==> src/rtl/mem_arb.sv <==
// mem_arb: two-port arbiter in front of a single-ported synchronous RAM.
// Port 1 (data) normally wins over port 0 (instruction fetch). A starvation
// counter forces a port 0 grant once it has lost STARVE_LIMIT cycles in a row.
// Grants are combinational: the access is issued to the RAM in the same cycle.
// A small FSM remembers which port owns the read returning in the next cycle.
module mem_arb #(
  parameter int ADDR_WIDTH   = 32,
  parameter int WORD_WIDTH   = 32,
  parameter int STARVE_LIMIT = 4
) (
  input  logic                  clk,
  input  logic                  reset,
  input  logic                  m0_req,
  input  logic [ADDR_WIDTH-1:0] m0_addr,
  output logic                  m0_gnt,
  output logic                  m0_rvalid,
  output logic [WORD_WIDTH-1:0] m0_rdata,
  input  logic                  m1_req,
  input  logic                  m1_we,
  input  logic [ADDR_WIDTH-1:0] m1_addr,
  input  logic [WORD_WIDTH-1:0] m1_wdata,
  output logic                  m1_gnt,
  output logic                  m1_rvalid,
  output logic [WORD_WIDTH-1:0] m1_rdata,
  output logic                  ram_wen,
  output logic                  ram_ren,
  output logic [ADDR_WIDTH-1:0] ram_waddr,
  output logic [ADDR_WIDTH-1:0] ram_raddr,
  output logic [WORD_WIDTH-1:0] ram_wdata,
  input  logic [WORD_WIDTH-1:0] ram_rdata
);

  typedef enum logic [1:0] {IDLE, RD0, RD1} state_t;

  localparam logic [3:0] LIMIT = 4'(STARVE_LIMIT);

  state_t      state;
  logic [3:0]  starve_cnt;
  logic [15:0] gnt0_cnt;
  logic [15:0] gnt1_cnt;
  logic        force0;
  logic        gnt0;
  logic        gnt1;
  logic        rd1;
  logic        wr1;

  // Arbitration: port 1 first unless port 0 has hit its starvation limit.
  // Reset masks every grant so nothing reaches the RAM while it is held.
  always_comb begin
    force0 = m0_req && (starve_cnt == LIMIT);
    gnt0   = !reset && m0_req && (force0 || !m1_req);
    gnt1   = !reset && m1_req && !force0;
    rd1    = gnt1 && !m1_we;
    wr1    = gnt1 && m1_we;
  end

  assign m0_gnt = gnt0;
  assign m1_gnt = gnt1;

  // RAM command mux; all address/data lines idle at zero without a grant.
  always_comb begin
    ram_ren   = gnt0 || rd1;
    ram_wen   = wr1;
    ram_raddr = '0;
    ram_waddr = '0;
    ram_wdata = '0;
    if (gnt0) begin
      ram_raddr = m0_addr;
    end else if (rd1) begin
      ram_raddr = m1_addr;
    end
    if (wr1) begin
      ram_waddr = m1_addr;
      ram_wdata = m1_wdata;
    end
  end

  // Pending-read FSM: records which port owns the data the RAM returns next.
  always_ff @(posedge clk or posedge reset) begin
    if (reset) begin
      state <= IDLE;
    end else if (gnt0) begin
      state <= RD0;
    end else if (rd1) begin
      state <= RD1;
    end else begin
      state <= IDLE;
    end
  end

  // Read-return steering; data lines are zero when the port has no valid.
  always_comb begin
    m0_rvalid = (state == RD0);
    m1_rvalid = (state == RD1);
    m0_rdata  = m0_rvalid ? ram_rdata : '0;
    m1_rdata  = m1_rvalid ? ram_rdata : '0;
  end

  // Starvation counter: counts consecutive cycles port 0 waits while requesting.
  always_ff @(posedge clk or posedge reset) begin
    if (reset) begin
      starve_cnt <= 4'd0;
    end else if (m0_req && !gnt0) begin
      starve_cnt <= starve_cnt + 4'd1;
    end else begin
      starve_cnt <= 4'd0;
    end
  end

  // Saturating per-port grant counters for debug visibility.
  always_ff @(posedge clk or posedge reset) begin
    if (reset) begin
      gnt0_cnt <= 16'd0;
      gnt1_cnt <= 16'd0;
    end else begin
      if (gnt0 && (gnt0_cnt != 16'hFFFF)) begin
        gnt0_cnt <= gnt0_cnt + 16'd1;
      end
      if (gnt1 && (gnt1_cnt != 16'hFFFF)) begin
        gnt1_cnt <= gnt1_cnt + 16'd1;
      end
    end
  end

endmodule

==> config.mk <==
export PLATFORM = sky130hd
export DESIGN_NAME = mem_arb
export DESIGN_NICKNAME = d
export VERILOG_FILES = /design/src/rtl/mem_arb.sv
export SDC_FILE = /design/constraint.sdc
export NUM_CORES = 1
export LEC_CHECK = 0
export BUFFER_PORTS_ARGS = -buffer_cell sky130_fd_sc_hd__buf_2
export CORE_AREA = 2 2 117 119
export CTS_CLUSTER_SIZE = 30
export DETAILED_ROUTE_END_ITERATION = 10
export DIE_AREA = 0 0 119 121
export SYNTH_ARGS = -nofsm -noshare
export SYNTH_HDL_FRONTEND = slang
export SYNTH_SLANG_ARGS = --single-unit
==> constraint.sdc <==
create_clock -name clk -period 2.9 [get_ports clk]
set_input_delay 0.29 -clock clk [delete_from_list [all_inputs] [get_ports clk]]
set_output_delay 0.29 -clock clk [all_outputs]
set_load 0.02 [all_outputs]
Word level (Yosys, flattened, before mapping)

Cells that the tools add are included.

Add/subtract/negate cells: 1
Multiply operators: 0
Divide/modulo/power cells: 0
Magnitude comparators: 0
Equal/unequal tests: 3
Shift operators: 0
Mux-type cells: 9
Bitwise logic cells: 0
Reduce and logical (&&, ||, !) cells: 15

Operators with widths:

| operator            | number |
|---|---|
| $mux 32             | 6 |
| $logic_and 1x1->1   | 8 |
| $logic_not 1->1     | 5 |
| $add 4x1->4 const B | 1 |
| $eq 4x3->1 const B  | 1 |
| $mux 2              | 2 |
| $mux 4              | 1 |
| $eq 2x1->1 const B  | 1 |
| $eq 2x2->1 const B  | 1 |
| $logic_or 1x1->1    | 2 |

Register bits after elaboration: 6
Bits in latches: 0
Bits in writable memories: 0
Memory bits (read-only): 0
Logic and storage cells: 30
Memories kept: 0

Logic depth before layout (Yosys ltp)

Gate-level depths: netlist (run 1).

Depth after elaboration: 7
Gate-level depth with buffers: 7
Gate-level depth less buffers: 5

Worst setup path after synthesis (run 1)

Ideal clock, no wire load.

Path type: reg-to-output
Start point: register starve_cnt[0]
End point: output port ram_raddr[10]
Arrival time: 1,616 ps
Required time: 2,610 ps
Slack: 994 ps
Cell stages (with the launch flop): 7
Path buffers: 1
Cell sequence: dfrtp_1 -> inv_1 -> ha_1 -> and4b_4 -> nor4b_4 -> buf_6 -> a22o_1

Word-level cells in the longest chain between the ends: 7

Ends and longest elaborated chain:

| what                   | line | source |
|---|---|---|
| from (decl)            | 38   | `logic [3:0] starve_cnt;` |
| from (signal assigned) | 104  | `starve_cnt <= starve_cnt + 4'd1;` |
| $eq 4x3->1 (*)         | 50   | `force0 = m0_req && (starve_cnt == LIMIT);` |
| $logic_and 1x1->1 (*)  | 50   |  |
| $logic_not 1->1        | 52   | `gnt1 = !reset && m1_req && !force0;` |
| $logic_and 1x1->1      | 52   |  |
| $logic_and 1x1->1      | 53   | `rd1 = gnt1 && !m1_we;` |
| $mux 32                | 69   | `end else if (rd1) begin` |
| $mux 32 (*)            | 67   | `if (gnt0) begin` |
| to (decl)              | 28   | `output logic [ADDR_WIDTH-1:0] ram_raddr,` |

Every way passes the cells marked *; elsewhere a longest branch is shown, timed or not.

Final worst setup path (run 1)

Start point: register starve_cnt[0]
End point: output port ram_wdata[26]

Word-level cells in the longest chain between the ends: 6

Ends and longest elaborated chain:

| what              | line | source |
|---|---|---|
| $eq 4x3->1        | 50   |  |
| $logic_and 1x1->1 | 50   |  |
| $logic_not 1->1   | 52   |  |
| $logic_and 1x1->1 | 52   |  |
| $logic_and 1x1->1 | 54   | `wr1 = gnt1 && m1_we;` |
| $mux 32           | 72   | `if (wr1) begin` |
| to (decl)         | 29   | `output logic [WORD_WIDTH-1:0] ram_wdata,` |

No other way between the ends.

==> impl_metrics.json, run 1 <==
{
  "top_layer_used": "met5",
  "relSlewSlack": 0.750,
  "switching_share": 0.371,
  "maxSlewViolCount": 0,
  "crit_required_ns": 2.61,
  "hp-class": "in -> async",
  "core_sq_um": 13100,
  "fillers": 1448,
  "cts_resized": 0,
  "setup_viol": 0,
  "min_period_ns": 2.31,
  "r2r_end": "state[0]$_DFF_PP0_",
  "dr_wl_met3_microns": 964,
  "clk_pin_slew_ns": 0.03,
  "p_switching_uw": 253,
  "via_count": 2524,
  "reg2reg_slack_ns": 1.45,
  "die_area_sq_um": 14400,
  "routed_via_density": 3.74,
  "path_depth": 7,
  "combPwrFrac": 0.550,
  "most-common-layout-cells": "298 x buf_2, 128 x and2_1, 32 x a22o_1",
  "skew_ns": 0.000140,
  "syn_nets": 343,
  "cp_slowest_cell": "dfrtp_1",
  "p_int_uw": 429,
  "ff2ff_path_depth": 5,
  "drc": 0,
  "wl_per_cell_microns": 12.6,
  "power_density_nw_per_um2": 207,
  "overflow": 0,
  "worstReg2RegStart": "starve_cnt[0]$_DFF_PP0_",
  "hpwl_microns": 7650,
  "synth-seq-cells": 6,
  "area_growth_pct": 109,
  "htree_levels": 1,
  "start_util": 0.120,
  "final_layout_size_suffix_gt1_frac": 0.630,
  "cts-buffers-inserted": 3,
  "max_freq_mhz": 433,
  "timing_hold_violations_final": 0,
  "firstDrtPassIters": 2,
  "clockBufferDepth": 2,
  "synth.yosys.warnings": 0,
  "antenna_found_initial": 2,
  "peakVddDrop_mv": 0.192,
  "clock_latency_ns": 0.22,
  "cp_data_arrival_time_ns": 2.02,
  "rsz0062_at_grt": "no",
  "wl_met2_microns": 4240,
  "status": "finished clean",
  "cpLargestDelayFamily": "simple AND/OR/NAND/NOR gates",
  "ant_nets": 0,
  "first_global_vias": 2315,
  "pwr-share-clk": 0.318,
  "max_stage_delay_ns": 0.36,
  "detail_route.wirelength.met1_microns": 3160,
  "gp_congestion": 0.749,
  "p_leak_nw": 2.16,
  "cp-start-kind": "flip-flop",
  "total_power_uw": 683,
  "ys_seq_area_frac": 0.0953,
  "grt_use_total": 0.103,
  "path_class": "reg -> out",
  "clock-sinks": 6,
  "cp_cell_sequence": "inv_1, ha_1, and4b_4, nor4bb_4, buf_4, and2_1, buf_2",
  "grt_pass1_wl_microns": 11900,
  "routed_wl_microns": 8480,
  "syn_area_sq_um": 1580,
  "p_seq_frac": 0.133,
  "row_count": 42,
  "timing.final.crit_share": 0.796,
  "initialDrtViolationCount": 39,
  "avgSynthCellArea_sq_um": 7.57,
  "syn_inst": 208,
  "ios": 299,
  "layout_commonest_cell": "buf_2",
  "post_cts_buffers": 0,
  "die_h_microns": 121,
  "port_buffers": 298,
  "root_buffer": "clkbuf_16",
  "tightest_slew_ns": 0.374,
  "path_buf_inv": 3,
  "cp_max_fo": 38,
  "end_kind": "output port",
  "fin_nets": 634,
  "die_w_microns": 119,
  "finalSetupTns_ns": 0,
  "grt_start_max_net_pins": 39,
  "postCtsHoldBufs": 0,
  "cap_violations": 0,
  "cts_tree": "built",
  "ys_types": 22
}
-- registers in the layout (all words and copies together) (netlist names) --
signal      flops
starve_cnt      4
state           2
-- kinds of logic (layout without fill, tap and decap cells) --
logic type | Yosys count | count (layout) | synth area share
AO/OA/AOI/OAI | 34 | 34 | 0.188
XOR/XNOR | 2 | 2 | 0.0111
flip-flops | 6 | 6 | 0.0953
AND/OR/NAND/NOR | 142 | 142 | 0.593
adder cells (fa/ha/maj) | 2 | 2 | 0.0159
buffers and inverters | 22 | 311 | 0.0969
other | 0 | 2 | 0
-- routing by layer --
| layer | global-route usage | up-vias |
|---|---|---|
| met5 | 0 | - |
| met4 | 0.0201 | 2 |
| met3 | 0.0315 | 6 |
| met2 | 0.202 | 178 |
| met1 | 0.109 | 1068 |
| li1 | - | 1270 |
-- worst max-delay path by stage --
stage | start | endpoint | slack (ns)
after floorplan | starve_cnt[0]$_DFF_PP0_ | ram_raddr[10] | 0.99
after global placement | starve_cnt[0]$_DFF_PP0_ | ram_waddr[3] | 0.84
after detailed placement | starve_cnt[0]$_DFF_PP0_ | ram_wdata[26] | 0.81
after CTS | starve_cnt[0]$_DFF_PP0_ | ram_wdata[26] | 0.57
after global routing | starve_cnt[0]$_DFF_PP0_ | ram_waddr[11] | 0.43
final | starve_cnt[0]$_DFF_PP0_ | ram_wdata[26] | 0.59
-- power by group through the flow --
stage	Sequential, mW	Clock (mW)	Combinational (mW)
4_1_cts	0.0905	0.219	0.380
5_1_grt	0.0910	0.225	0.406
2_1_floorplan	0.0908	0	0.196
6_report	0.0905	0.217	0.375
3_5_place_dp	0.0914	0	0.380
3_3_place_gp	0.0912	0	0.378
-- worst reg2reg max path, stage by stage, from the launching register on --
cell and delay, ns:
dfrtp_1 0.38, inv_1 0.08, ha_1 0.16, nand3b_1 0.14, a21oi_4 0.38, buf_12 0.22
-- cells in the mapped netlist --
cell | n | area, sq um
nor4b_4 | 1 | 23.8
nand3_1 | 1 | 5.00
and4b_4 | 1 | 13.8
inv_1 | 3 | 11.3
and2_1 | 128 | 801
nor2b_1 | 2 | 12.5
clkbuf_1 | 8 | 30.0
and3_1 | 4 | 25.0
nand3b_1 | 1 | 7.51
ha_1 | 2 | 25.0
a21o_1 | 1 | 7.51
xnor2_1 | 1 | 8.76
buf_6 | 9 | 101
buf_2 | 2 | 10.0
or2_2 | 1 | 6.26
nor4bb_4 | 1 | 25.0
a21oi_2 | 1 | 8.76
nor3b_1 | 1 | 7.51
nand2b_1 | 1 | 6.26
dfrtp_1 | 6 | 150
xor2_1 | 1 | 8.76
a22o_1 | 32 | 280
-- layout make-up --
| class | instances | area [sq um] | area share |
|---|---|---|---|
| sequential | 6 | 150 | 0.0455 |
| multi-input combinational | 180 | 1280 | 0.388 |
| antenna | 2 | 5.00 | 0.00152 |
| timing repair buffer | 305 | 1560 | 0.472 |
| clock buffer | 3 | 75.1 | 0.0228 |
| inverter | 3 | 11.3 | 0.00341 |
| tap | 176 | 220 | 0.0668 |
-- metrics by stage --
step	setup slack [ns]	hold slack [ns]	area (sq um)	instances	utilization
2_1_floorplan	0.994	0.0810	1580	208	-
3_3_place_gp	0.842	0.297	3220	670	0.246
3_5_place_dp	0.809	0.295	3220	670	0.246
4_1_cts	0.573	0.0658	3290	673	0.252
5_1_grt	0.428	0.0816	3300	674	0.252
6_report	0.592	0.0553	3300	675	0.252
Power figures use the tool's default switching activity.
==> run 2, diff against run 1 <==
--- a/config.mk
+++ b/config.mk
@@ -6,10 +6,10 @@
 export NUM_CORES = 1
 export LEC_CHECK = 0
 export BUFFER_PORTS_ARGS = -buffer_cell sky130_fd_sc_hd__buf_2
-export CORE_AREA = 2 2 117 119
+export CORE_AREA = 2 2 116 118
 export CTS_CLUSTER_SIZE = 30
 export DETAILED_ROUTE_END_ITERATION = 10
-export DIE_AREA = 0 0 119 121
+export DIE_AREA = 0 0 118 120
 export SYNTH_ARGS = -nofsm -noshare
 export SYNTH_HDL_FRONTEND = slang
 export SYNTH_SLANG_ARGS = --single-unit
==> constraint.sdc (replaced) <==
create_clock -name clk -period 1.9 [get_ports clk]
set_input_delay 0.19 -clock clk [delete_from_list [all_inputs] [get_ports clk]]
set_output_delay 0.19 -clock clk [all_outputs]
set_load 0.02 [all_outputs]
==> run 2 against run 1 <==
The run now ends with negative setup slack left. Clock-buffer cell count did not move. Core utilization grew 7.9 points. Wire length increased by 17%. Critical path depth up 2. Non-clock buffer count up 14. Die area shrank 1.7%. Hold slack better by 0.21 ns. Total power grew 83%. Critical endpoint is now ram_waddr[0].
==> impl_metrics.json, run 2 (same netlist as run 1, synthesis figures left out) <==
{
  "setup_viol": 98,
  "r2r_end": "state[1]$_DFF_PP0_",
  "antenna_found_initial": 0,
  "timing.final.ws_setup_ns": -0.245,
  "max_freq_mhz": 466,
  "core_sq_um": 13000,
  "die_w_microns": 118,
  "final_layout_size_suffix_gt1_frac": 0.736,
  "routed_via_density": 3.89,
  "die_area_sq_um": 14200,
  "overflow": 0,
  "htree_levels": 1,
  "multi_input_area_sq_um": 1420,
  "dpl_worst_slack_ns": -0.0210,
  "cp_data_arrival_time_ns": 1.96,
  "ff2ff_path_depth": 6,
  "wl_per_cell_microns": 14.4,
  "fin_worst_hold_slack_ns": 0.267,
  "top_regs": "starve_cnt (4), state (2)",
  "path_class": "reg -> out",
  "first_global_vias": 2532,
  "die_h_microns": 120,
  "start_util": 0.121,
  "ios": 299,
  "hp-class": "in -> reg",
  "via_count": 2670,
  "path_common_cell": "buf_6",
  "seqCellArea_sq_um": 150,
  "largest_register_ffs": 4,
  "reg2reg_slack_ns": 0.52,
  "grt_use_total": 0.118,
  "grt_start_max_net_pins": 34,
  "rsz0062_at_grt": "yes",
  "ant_nets": 0,
  "cap_violations": 0,
  "cp_max_fo": 8,
  "cts-buffers-inserted": 3,
  "tightest_slew_ns": 0.243,
  "clk_pin_slew_ns": 0.04,
  "utilization": 0.331,
  "diodes": 0,
  "min_period_ns": 2.15,
  "initialDrtViolationCount": 26,
  "finalSetupTns_ns": -17.39,
  "grt_pass1_wl_microns": 13500,
  "gp_congestion": 0.788,
  "cpLargestDelayFamily": "simple AND/OR/NAND/NOR gates",
  "path_buf_inv": 5,
  "fillers": 1380,
  "p_leak_nw": 2.43,
  "clock_latency_ns": 0.23,
  "most-common-layout-cells": "200 x buf_2, 94 x buf_6, 82 x and2_1",
  "worstHoldEndpoint": "starve_cnt[3]$_DFF_PP0_",
  "hpwl_microns": 7250,
  "peakVddDrop_mv": 0.241,
  "timing_hold_violations_final": 0,
  "routed_wl_microns": 9910,
  "status": "complete, but fails checks",
  "fin_nets": 648,
  "power_density_nw_per_um2": 291,
  "layout_commonest_cell": "buf_2",
  "regMostFlops": "starve_cnt",
  "root_buffer": "clkbuf_16",
  "skew_ns": 0.00183,
  "worstReg2RegStart": "starve_cnt[0]$_DFF_PP0_",
  "cp_cell_sequence": "inv_2, ha_4, and4b_4, nor4bb_4, buf_6, buf_12, buf_16, and2_4, buf_6",
  "maxSlewViolCount": 0,
  "port_buffers": 298,
  "row_count": 42,
  "violations": "negative setup slack",
  "cts_tree": "built",
  "timing.final.crit_share": 1.13,
  "clock-sinks": 6,
  "max_stage_delay_ns": 0.34,
  "crit_required_ns": 1.71,
  "firstDrtPassIters": 4,
  "area_growth_pct": 173,
  "end_kind": "output port",
  "hold_depth": 2,
  "relSlewSlack": 0.838,
  "cp_slowest_cell": "dfrtp_1",
  "holdCritStartpoint": "m0_req",
  "total_power_mw": 1.25,
  "clockBufferDepth": 2,
  "drc": 0,
  "cp-start-kind": "flip-flop"
}
## run 2: cell types whose count changed in the layout (fill, tap and decap cells not counted), sizes merged
| cell | change |
|---|---|
| buf | +10 |
| clkbuf | +3 |
| diode | -2 |
| dlygate4sd3 | +1 |
## run 2: repair_timing
action	in CTS	in global routing
setup endpoints to repair	98	98
gates resized for setup	125	124
setup buffers	2	2
hold buffers	1	0
pin swaps	16	1
gates cloned	3	4
hold endpoints to repair	6	0
## run 2: worst max path at each step
stage,from,endpoint,slack (ns),cells past startpoint
after floorplan,starve_cnt[0]$_DFF_PP0_,ram_raddr[10],0.09,6
after detailed placement,starve_cnt[0]$_DFF_PP0_,ram_waddr[20],-0.02,7
after global placement,starve_cnt[0]$_DFF_PP0_,ram_waddr[15],-0.004,7
after CTS,starve_cnt[0]$_DFF_PP0_,ram_waddr[15],-0.23,8
after global routing,starve_cnt[1]$_DFF_PP0_,ram_waddr[0],-0.30,9
final,starve_cnt[0]$_DFF_PP0_,ram_waddr[0],-0.25,9
## run 2: power breakdown
group | leakage (nW) | total (mW) | internal [mW] | switching, mW
Combinational | 2.31 | 0.774 | 0.401 | 0.373
Clock | 0.0370 | 0.341 | 0.270 | 0.0711
Sequential | 0.0810 | 0.138 | 0.134 | 0.00346
Total | 2.43 | 1.25 | 0.805 | 0.448
## run 2: routing by layer
metal  up-vias  routed length (microns)  global-route usage
met5         -                        0                   0
met4         0                      132              0.0136
met3        10                      857              0.0314
met2       173                     5450               0.233
met1      1193                     3470               0.129
li1       1294                        -                   -
## run 2: per-stage QoR
step                      instances  area (sq um)
after floorplan                 208          1580
after global placement          672          3260
after detailed placement        672          3260
after CTS                       681          3810
after global routing            687          4300
final                           687          4300
## run 2: worst register-to-register path, stage by stage, from the launching register on
cell and delay, ns:
dfrtp_1 0.34, inv_2 0.06, ha_4 0.16, and4b_4 0.23, nor4b_4 0.22, buf_6 0.18
buf_6 0.12
## run 2: final cells by class
class,count,share of cell area
multi-input cells,180,0.330
clock buffers,3,0.0175
flip-flops and latches,6,0.0349
inverters,3,0.00262
well taps,176,0.0512
repair buffers,319,0.564
==> run 3, diff against run 2 <==
--- a/config.mk
+++ b/config.mk
@@ -6,10 +6,10 @@
 export NUM_CORES = 1
 export LEC_CHECK = 0
 export BUFFER_PORTS_ARGS = -buffer_cell sky130_fd_sc_hd__buf_2
-export CORE_AREA = 2 2 116 118
+export CORE_AREA = 2 2 117 119
 export CTS_CLUSTER_SIZE = 30
 export DETAILED_ROUTE_END_ITERATION = 10
-export DIE_AREA = 0 0 118 120
+export DIE_AREA = 0 0 119 121
 export SYNTH_ARGS = -nofsm -noshare
 export SYNTH_HDL_FRONTEND = slang
 export SYNTH_SLANG_ARGS = --single-unit
==> constraint.sdc (replaced) <==
create_clock -name clk -period 2.51 [get_ports clk]
set_input_delay 0.251 -clock clk [delete_from_list [all_inputs] [get_ports clk]]
set_output_delay 0.251 -clock clk [all_outputs]
set_load 0.02 [all_outputs]
==> run 3 against run 2 <==
The run now ends clean. Critical path depth decreased by 2. Wire length decreased by 15%. Die area increased by 1.7%. Sequential share of layout area increased by 1.1 points. Design area decreased by 23%. Largest power group unchanged. Register-to-register slack improved by 0.46 ns. Flip-flop and latch count unchanged. Clock-buffer cell count unchanged. Via count decreased by 5.4%. Worst setup slack improved by 0.49 ns. Highest routed layer unchanged. Critical endpoint is now ram_wdata[2].
==> impl_metrics.json, run 3 (same netlist as run 1, synthesis figures left out) <==
{
  "status": "finished clean",
  "cp_cell_sequence": "inv_1, ha_1, and4b_4, nor4bb_4, buf_12, and2_1, buf_2",
  "ant_nets": 0,
  "ff2ff_path_depth": 5,
  "combPwrFrac": 0.546,
  "end_kind": "output port",
  "postCtsHoldBufs": 0,
  "area_growth_pct": 109,
  "min_period_ns": 2.27,
  "root_buffer": "clkbuf_16",
  "drc": 0,
  "stdcell_area_sq_um": 3300,
  "hpwl_microns": 7530,
  "overflow": 0,
  "hp-class": "in -> async",
  "grt_start_max_net_pins": 66,
  "finalSetupTns_ns": 0,
  "die_h_microns": 121,
  "row_count": 42,
  "pwr-share-clk": 0.322,
  "maxSlewViolCount": 0,
  "cts-buffers-inserted": 3,
  "tightest_slew_ns": 0.265,
  "max_stage_delay_ns": 0.37,
  "crit_required_ns": 2.26,
  "dp.cells": 670,
  "first_global_vias": 2273,
  "port_buffers": 298,
  "p_leak_nw": 2.16,
  "total_power_uw": 790,
  "start_util": 0.120,
  "setup_viol": 0,
  "largest_register_ffs": 4,
  "cp-start-kind": "flip-flop",
  "die_area_sq_um": 14400,
  "layout_commonest_cell": "buf_2",
  "r2r_end": "state[1]$_DFF_PP0_",
  "cp_max_fo": 65,
  "cap_violations": 0,
  "switching_share": 0.372,
  "regMostFlops": "starve_cnt",
  "skew_ns": 0.000978,
  "max_freq_mhz": 441,
  "htree_levels": 1,
  "fin_nets": 634,
  "cp_slowest_cell": "dfrtp_1",
  "timing.final.ws_setup_ns": 0.241,
  "top_regs": "starve_cnt (4), state (2)",
  "p_seq_frac": 0.133,
  "path_class": "reg -> out",
  "firstDrtPassIters": 5,
  "gp_congestion": 0.763,
  "relSlewSlack": 0.823,
  "final_layout_size_suffix_gt1_frac": 0.630,
  "ios": 299,
  "grt_use_total": 0.103,
  "cts_tree": "built",
  "finalNonFillerCells": 674,
  "clock-sinks": 6,
  "reg2reg_slack_ns": 0.98,
  "rsz0062_at_grt": "no",
  "core_sq_um": 13100,
  "die_w_microns": 119,
  "clk_pin_slew_ns": 0.03,
  "initialDrtViolationCount": 38,
  "worstReg2RegStart": "starve_cnt[0]$_DFF_PP0_",
  "antenna_found_initial": 0,
  "power_density_nw_per_um2": 240,
  "dpl_worst_slack_ns": 0.484,
  "post_cts_buffers": 0,
  "routed_wl_microns": 8440,
  "timing.final.crit_share": 0.904,
  "wl_per_cell_microns": 12.5,
  "cts_resized": 0,
  "cp_data_arrival_time_ns": 2.02,
  "peakVddDrop_mv": 0.147,
  "most-common-layout-cells": "298 x buf_2, 128 x and2_1, 32 x a22o_1",
  "placed_cell_area_sq_um": 3220,
  "via_count": 2526,
  "clockBufferDepth": 2,
  "routed_via_density": 3.75,
  "p_switching_uw": 294,
  "clock_latency_ns": 0.23,
  "p_int_uw": 496,
  "grt_pass1_wl_microns": 11900,
  "timing_hold_violations_final": 0
}
==> run 3: changes by cell type in the layout (fill, tap and decap cells not counted), sizes merged <==
cell	previous run	this run
buf	315	305
diode	0	1
clkbuf	6	3
dlygate4sd3	1	0
==> run 3: layout make-up <==
class | count | area [sq um]
fillers | 1453 | 9790
multi-input cells | 180 | 1280
clock buffers | 3 | 75.1
diodes | 1 | 2.50
repair buffers | 305 | 1560
inverters | 3 | 11.3
well taps | 176 | 220
flip-flops and latches | 6 | 150
==> run 3: worst max-delay path by stage <==
stage	start	to	slack (ns)	depth (start not counted)
final	starve_cnt[0]$_DFF_PP0_	ram_wdata[2]	0.24	7
after global routing	starve_cnt[0]$_DFF_PP0_	ram_waddr[7]	0.09	7
after CTS	starve_cnt[0]$_DFF_PP0_	ram_waddr[2]	0.23	7
after floorplan	starve_cnt[0]$_DFF_PP0_	ram_raddr[10]	0.64	6
after detailed placement	starve_cnt[0]$_DFF_PP0_	ram_waddr[2]	0.48	7
after global placement	starve_cnt[0]$_DFF_PP0_	ram_raddr[7]	0.50	7
==> run 3: worst max-delay path, delay by kind of cell (launching register included) <==
family | cells | cell delay (ns)
DFF | 1 | 0.37
adders and majority gates | 1 | 0.20
buffers and inverters | 3 | 0.48
and+or+nand+nor | 3 | 0.71
==> run 3: power groups by stage <==
| stage | registers [mW] | logic, mW | clock network (mW) |
|---|---|---|---|
| 6_report | 0.105 | 0.431 | 0.254 |
| 5_1_grt | 0.105 | 0.467 | 0.266 |
| 4_1_cts | 0.105 | 0.437 | 0.260 |
| 3_5_place_dp | 0.106 | 0.436 | 0 |
| 3_3_place_gp | 0.105 | 0.436 | 0 |
| 2_1_floorplan | 0.105 | 0.227 | 0 |
==> run 3: routing by layer <==
layer / global-route usage / vias to the layer above / routed length, microns
met5: 0 / - / 0
met3: 0.0338 / 5 / 995
met4: 0.0134 / 0 / 41
met1: 0.111 / 1078 / 3150
li1: - / 1264 / -
met2: 0.200 / 179 / 4260
==> run 3: through the flow <==
stage | hold WS, ns | utilization
final | 0.0202 | 0.252
after floorplan | 0.0420 | -
after global placement | 0.261 | 0.246
after CTS | 0.0242 | 0.252
after detailed placement | 0.259 | 0.246
after global routing | 0.0455 | 0.252
